==> src/rtl/spi_master_param.sv <==
// Parametrised SPI master: DATA_WIDTH-bit full-duplex transfer in any CPOL/CPHA mode,
// internal SCLK divider, MSB/LSB-first order and one-hot active-low chip selects.
module spi_master_param #(
  parameter int DATA_WIDTH = 8,
  parameter int NUM_SLAVES = 3,
  parameter int SEL_WIDTH  = 2,
  parameter int CLK_DIV    = 2
) (
  input  logic                  clk,
  input  logic                  reset,
  input  logic                  start,
  input  logic [DATA_WIDTH-1:0] tx_data,
  input  logic [SEL_WIDTH-1:0]  slave_sel,
  input  logic                  cpol,
  input  logic                  cpha,
  input  logic                  lsb_first,
  input  logic                  miso,
  output logic [DATA_WIDTH-1:0] rx_data,
  output logic                  busy,
  output logic                  done,
  output logic                  sclk,
  output logic                  mosi,
  output logic [NUM_SLAVES-1:0] cs_n
);

  localparam int DIV_W = $clog2(CLK_DIV) + 1;
  localparam int BIT_W = $clog2(2 * DATA_WIDTH) + 1;
  localparam logic [DIV_W-1:0] DIV_LAST  = DIV_W'(CLK_DIV - 1);
  localparam logic [BIT_W-1:0] HALF_LAST = BIT_W'(2 * DATA_WIDTH - 1);

  typedef enum logic [2:0] {IDLE, SETUP, XFER, HOLD, DONE} state_t;

  state_t                  state, state_nx;
  logic [DIV_W-1:0]        div_cnt;
  logic [BIT_W-1:0]        half_cnt;
  logic [DATA_WIDTH-1:0]   tx_sh, rx_sh, tx_sh_nx;
  logic [NUM_SLAVES-1:0]   cs_dec;
  logic                    cpol_q, cpha_q, lsb_q;
  logic                    div_end, half_last, edge_ev, lead_ev, trail_ev;
  logic                    sample_ev, shift_ev, tx_bit;

  assign div_end   = (div_cnt == DIV_LAST);
  assign half_last = (half_cnt == HALF_LAST);
  assign tx_bit    = lsb_q ? tx_sh[0] : tx_sh[DATA_WIDTH-1];
  assign tx_sh_nx  = lsb_q ? (tx_sh >> 1) : (tx_sh << 1);

  always_comb begin
    cs_dec = '1;
    for (int unsigned i = 0; i < NUM_SLAVES; i++)
      if (slave_sel == SEL_WIDTH'(i)) cs_dec[i] = 1'b0;
  end

  always_comb begin
    state_nx = state;
    edge_ev  = 1'b0;
    case (state)
      IDLE:  if (start) state_nx = SETUP;
      SETUP: if (div_end) state_nx = XFER;
      XFER: begin
        edge_ev = div_end;
        if (div_end && half_last) state_nx = HOLD;
      end
      HOLD:  if (div_end) state_nx = DONE;
      DONE:  state_nx = IDLE;
      default: state_nx = IDLE;
    endcase
    // half_cnt even -> this toggle is a leading edge, odd -> trailing edge
    lead_ev   = edge_ev & ~half_cnt[0];
    trail_ev  = edge_ev & half_cnt[0];
    sample_ev = cpha_q ? trail_ev : lead_ev;
    shift_ev  = cpha_q ? lead_ev : (trail_ev & ~half_last);
  end

  always_ff @(posedge clk or negedge reset) begin
    if (!reset) state <= IDLE;
    else        state <= state_nx;
  end

  always_ff @(posedge clk or negedge reset) begin
    if (!reset) begin
      div_cnt  <= '0;
      half_cnt <= '0;
      tx_sh    <= '0;
      rx_sh    <= '0;
      rx_data  <= '0;
      cpol_q   <= 1'b0;
      cpha_q   <= 1'b0;
      lsb_q    <= 1'b0;
      busy     <= 1'b0;
      done     <= 1'b0;
      sclk     <= 1'b0;
      mosi     <= 1'b0;
      cs_n     <= '1;
    end else begin
      done <= 1'b0;

      if (state == IDLE || state == DONE || div_end) div_cnt <= '0;
      else                                           div_cnt <= div_cnt + DIV_W'(1);

      if (state != XFER) half_cnt <= '0;
      else if (edge_ev)  half_cnt <= half_cnt + BIT_W'(1);

      if (state == IDLE)                 sclk <= cpol;
      else if (edge_ev)                  sclk <= ~sclk;
      else if (state == HOLD && div_end) sclk <= cpol_q;

      case (state)
        IDLE: if (start) begin
          cpol_q <= cpol;
          cpha_q <= cpha;
          lsb_q  <= lsb_first;
          cs_n   <= cs_dec;
          busy   <= 1'b1;
          rx_sh  <= '0;
          // cpha=0 presents the first bit before the first edge; cpha=1 waits for it
          if (!cpha) begin
            mosi  <= lsb_first ? tx_data[0] : tx_data[DATA_WIDTH-1];
            tx_sh <= lsb_first ? (tx_data >> 1) : (tx_data << 1);
          end else begin
            tx_sh <= tx_data;
          end
        end
        XFER: begin
          if (shift_ev) begin
            mosi  <= tx_bit;
            tx_sh <= tx_sh_nx;
          end
          if (sample_ev)
            rx_sh <= lsb_q ? {miso, rx_sh[DATA_WIDTH-1:1]} : {rx_sh[DATA_WIDTH-2:0], miso};
        end
        HOLD: if (div_end) begin
          done    <= 1'b1;
          busy    <= 1'b0;
          cs_n    <= '1;
          mosi    <= 1'b0;
          rx_data <= rx_sh;
        end
        default: ;
      endcase
    end
  end

endmodule

==> config.mk <==
export PLATFORM = sky130hd
export DESIGN_NAME = spi_master_param
export DESIGN_NICKNAME = d
export VERILOG_FILES = /design/src/rtl/spi_master_param.sv
export SDC_FILE = /design/constraint.sdc
export NUM_CORES = 1
export LEC_CHECK = 0
export BUFFER_PORTS_ARGS = -buffer_cell sky130_fd_sc_hd__buf_2
export CAP_MARGIN = 40
export CORE_MARGIN = 8
export CORE_UTILIZATION = 39
export CTS_CLUSTER_DIAMETER = 120
export DETAILED_ROUTE_END_ITERATION = 10
export PLACE_DENSITY_LB_ADDON = 0.12
export SETUP_SLACK_MARGIN = 0.5
export SYNTH_ARGS = -nofsm -noshare
export SYNTH_HDL_FRONTEND = slang
export SYNTH_SLANG_ARGS = --single-unit
export TNS_END_PERCENT = 30
==> constraint.sdc <==
create_clock -name clk -period 1.8 [get_ports clk]
set_input_delay 0.36 -clock clk [delete_from_list [all_inputs] [get_ports clk]]
set_output_delay 0.36 -clock clk [all_outputs]
set_load 0.01 [all_outputs]
==> impl_results.rst <==
.. list-table::
   :header-rows: 1

   * - Metric
     - Value
   * - Outcome
     - finished, final reports clean
   * - Pin count of the biggest net entering global routing
     - 28
   * - Type of origin of the critical path
     - register
   * - Synthesized flop and latch total
     - 44
   * - Detailed-routed wire length on met2
     - 2.53 mm
   * - Leading cell type in the layout, fill and taps excluded
     - sky130_fd_sc_hd__dfrtp_1
   * - Yosys warns
     - 0
   * - VDD IR max
     - 0.690 mV
   * - Data arrival time at the worst-slack endpoint
     - 1960 ps
   * - Crit path max-delay cell type
     - sky130_fd_sc_hd__dfrtp_1
   * - Drt drc
     - 0
   * - TritonCTS Buffers
     - 5
   * - Total of hold buffers inserted after clock tree synthesis
     - 0
   * - Switching portion of total power
     - 36.7%
   * - Register clock-pin slew on the reported worst setup and hold paths
     - 90 ps
   * - Synth Flop Type
     - sky130_fd_sc_hd__dfrtp_1
   * - Final cell count without fillers
     - 337
   * - Clock power share
     - 15.7%
   * - Biggest fanout along the worst timing path
     - 8
   * - Iter 0 DRT Violations
     - 50
   * - RePlAce Congestion
     - 0.816
   * - Ratio of total power to cell area
     - 1530 nW/um^2
   * - Synth-to-Final Area Change
     - 30.6%
   * - Gate count after technology mapping
     - 215
   * - Floorplan die height
     - 94.4 microns
   * - Number of enable flip-flop cells after synthesis
     - 0
   * - Global route total overflow
     - 0
   * - Required time worst endpoint
     - 1990 ps
   * - Ordered cell list for the critical path
     - ha_2, and3_4, ha_4, nor3b_2, o21ai_2, a21bo_4, a22o_1
   * - DPL Wire Length
     - 3.78 mm
   * - Die boundary width
     - 94.4 microns
   * - Total Wirelength
     - 5.45 mm
   * - Vias in the first global route
     - 1827
   * - Final slew viol count
     - 0
   * - Bufs and invs on worst path
     - 0
   * - Mean number of vias per cell
     - 5.38
   * - Hold violation total from the final report
     - 0
   * - Filler Cell Count
     - 529
   * - Leak
     - 0.00143 uW
   * - Final Cycle Share
     - 98.4%
   * - Net switching power figure
     - 1770 uW
   * - Number of standard-cell rows in the floorplan
     - 28
   * - Net total in the final layout
     - 281
   * - Minimum clock period after layout
     - 1770 ps
   * - Clock net sink count
     - 44
   * - Number of antenna violations at the first check in global routing
     - 0
   * - Total vias in the final route
     - 1813
   * - N_diodes
     - 0
   * - Total GRT Usage
     - 12.6%
   * - Unique cell type count in the Yosys netlist
     - 44
   * - Residual antenna-violating net count after detailed routing
     - 0
   * - Number of search-and-repair iterations in the first detailed-routing pass
     - 4
   * - M1 wire length
     - 2.58 mm
   * - H-tree depth reported by CTS
     - 2
   * - Count of port buffers added during placement
     - 31
   * - Highest Signal Layer
     - met4
   * - Sort of element at the end of the critical path
     - register
   * - Final Skew
     - 6.39 ps
   * - Share of flip-flops with an asynchronous set or reset after synthesis
     - 100%
   * - Clk root buf
     - sky130_fd_sc_hd__clkbuf_8
   * - Design Power
     - 4810 uW
   * - Stage delay of the slowest cell on the critical path
     - 400 ps
   * - Share of cells above drive strength 1
     - 46.2%
   * - Critical path class
     - register to register
   * - Cell-internal power
     - 3040 uW
   * - Starting density of the core
     - 40.5%
   * - Total non-filler cell area in the finished layout
     - 3130 sq um
   * - Transition at the pin with the smallest max-transition slack
     - 471 ps
   * - Placeable core region
     - 5920 sq um
   * - Count of pins on the block boundary
     - 32
   * - Post-detailed-route wirelength per cell
     - 16.2 microns
   * - Final core utilization
     - 52.9%
   * - Die area
     - 8920 sq um
   * - Setup repair after global routing missed its margin
     - true
   * - Clock network latency to the later pin of the worst-skew pair
     - 290 ps
   * - Syn Area/Cell
     - 11.2 sq um
   * - Global-route wire length before repair
     - 9.15 mm
   * - Sequential share of the synthesized area
     - 46.0%
   * - Syn Std Cell Area
     - 2400 sq um
   * - Relative contribution of sequential cells to total power
     - 32.6%
   * - CTS Buffer Depth
     - 2
   * - Timing-limited maximum frequency
     - 0.565 GHz
   * - Top Family by Delay on Critical Path
     - compound AO/OA/AOI/OAI gates
   * - Worst-case headroom to the max-slew limit
     - 68.4%
   * - Most frequent cells in the layout
     - sky130_fd_sc_hd__dfrtp_1 (41), sky130_fd_sc_hd__buf_2 (28), sky130_fd_sc_hd__nor2_1 (20)
   * - Clock tree from TritonCTS
     - done
   * - Count of maximum capacitance violations
     - 0
   * - Cell count after placement
     - 326
   * - Synthesized Nets
     - 235
   * - Dpl cell area
     - 2770 sq um
   * - Worst hold margin
     - 0.752 ps
   * - Fraction of power consumed by combinational cells
     - 51.8%
   * - Worst min-delay path class
     - input pin to asynchronous set/reset pin
   * - Count of endpoints failing setup in the final report
     - 0
   * - WL met3
     - 262 microns
-- sequential cells by signal, indices dropped and copies added, names as in the netlist, 2 cells and up --
register  cells
cs_n          3
div_cnt       2
half_cnt      5
rx_data       8
rx_sh         8
state         3
tx_sh         8
-- logic make-up (layout without fill, tap and decap cells) --
group                    count (synthesis)  in the layout  synth area share, %
AO/OA/AOI/OAI                           49             49                 14.6
XOR/XNOR                                 5              5                 1.83
adder cells (fa/ha/maj)                  3              3                 1.56
buffers and inverters                   21             68                 5.11
flip-flops                              44             44                 46.0
multiplexers                            38             38                 18.2
AND/OR/NAND/NOR                         55             55                 12.6
-- final cells by class --
cell class	count	area, sq um	area share (%)
repair buffers	55	413	13.2
clock inverters	3	42.5	1.36
well taps	75	93.8	2.99
multi-input cells	150	1390	44.4
inverters	5	21.3	0.679
clock buffers	5	68.8	2.20
flip-flops and latches	44	1100	35.2
-- synth_stat cells, types with 4 or more instances --
master / number / area (sq um)
sky130_fd_sc_hd__a22o_1: 8 / 70.1
sky130_fd_sc_hd__o21ai_0: 11 / 55.1
sky130_fd_sc_hd__a211oi_1: 6 / 45.0
sky130_fd_sc_hd__mux2_4: 8 / 120
sky130_fd_sc_hd__inv_1: 5 / 18.8
sky130_fd_sc_hd__a2bb2oi_1: 4 / 35.0
sky130_fd_sc_hd__dfrtp_1: 41 / 1030
sky130_fd_sc_hd__buf_2: 4 / 20.0
sky130_fd_sc_hd__buf_6: 5 / 56.3
sky130_fd_sc_hd__mux2_2: 14 / 158
sky130_fd_sc_hd__a21oi_1: 4 / 20.0
sky130_fd_sc_hd__clkbuf_1: 4 / 15.0
sky130_fd_sc_hd__nor2_1: 21 / 78.8
sky130_fd_sc_hd__nor2b_1: 8 / 50.1
sky130_fd_sc_hd__mux2i_1: 16 / 160
sky130_fd_sc_hd__nand2_1: 6 / 22.5
sky130_fd_sc_hd__o32ai_1: 5 / 43.8
-- power groups by stage --
stage | Clock, uW | Combinational, uW | Sequential, uW
final | 753 | 2490 | 1570
after global routing | 811 | 2710 | 1620
after CTS | 783 | 2170 | 1540
after detailed placement | 0 | 2040 | 1550
after global placement | 0 | 2030 | 1550
after floorplan | 0 | 1520 | 1530
-- through the flow --
step	TNS (ps)	worst slack, ps
2_1_floorplan	-15.4	-3.86
3_3_place_gp	-1.91	-1.91
3_5_place_dp	-146	-46.3
4_1_cts	0	17.1
5_1_grt	-314	-56.6
6_report	0	29.7
-- layer usage --
metal | global-route usage (%) | up-vias
met5 | 0 | -
met2 | 19.5 | 35
met4 | 3.83 | 0
li1 | - | 872
met1 | 17.1 | 899
met3 | 3.02 | 7
-- worst reg2reg max path: stages, from the launching register on --
cell,delay [ps]
sky130_fd_sc_hd__dfrtp_1,400
sky130_fd_sc_hd__ha_2,190
sky130_fd_sc_hd__and3_4,180
sky130_fd_sc_hd__ha_4,150
sky130_fd_sc_hd__nor3b_2,170
sky130_fd_sc_hd__o21ai_2,100
sky130_fd_sc_hd__a21bo_4,260
sky130_fd_sc_hd__a22o_1,220
-- repair_timing --
item,4_1_cts,5_1_grt
pin swaps,14,11
setup buffers,2,1
resized for setup,15,38
setup endpoints to repair,40,40
-- worst paths after layout --
kind / from / slack, ps / cells past startpoint / end
setup reg to reg: half_cnt[0] / 30 / 7 / tx_sh[5]
hold reg to reg: busy / 500 / 2 / busy
setup / recovery: half_cnt[0] / 30 / 7 / tx_sh[5]
max in group asynchronous: reset / 1240 / 2 / cs_n[2]
hold / removal: reset / 0.8 / 1 / half_cnt[1]
min in group clk: cpol / 290 / 2 / sclk
(Power assumes the default switching activity.)
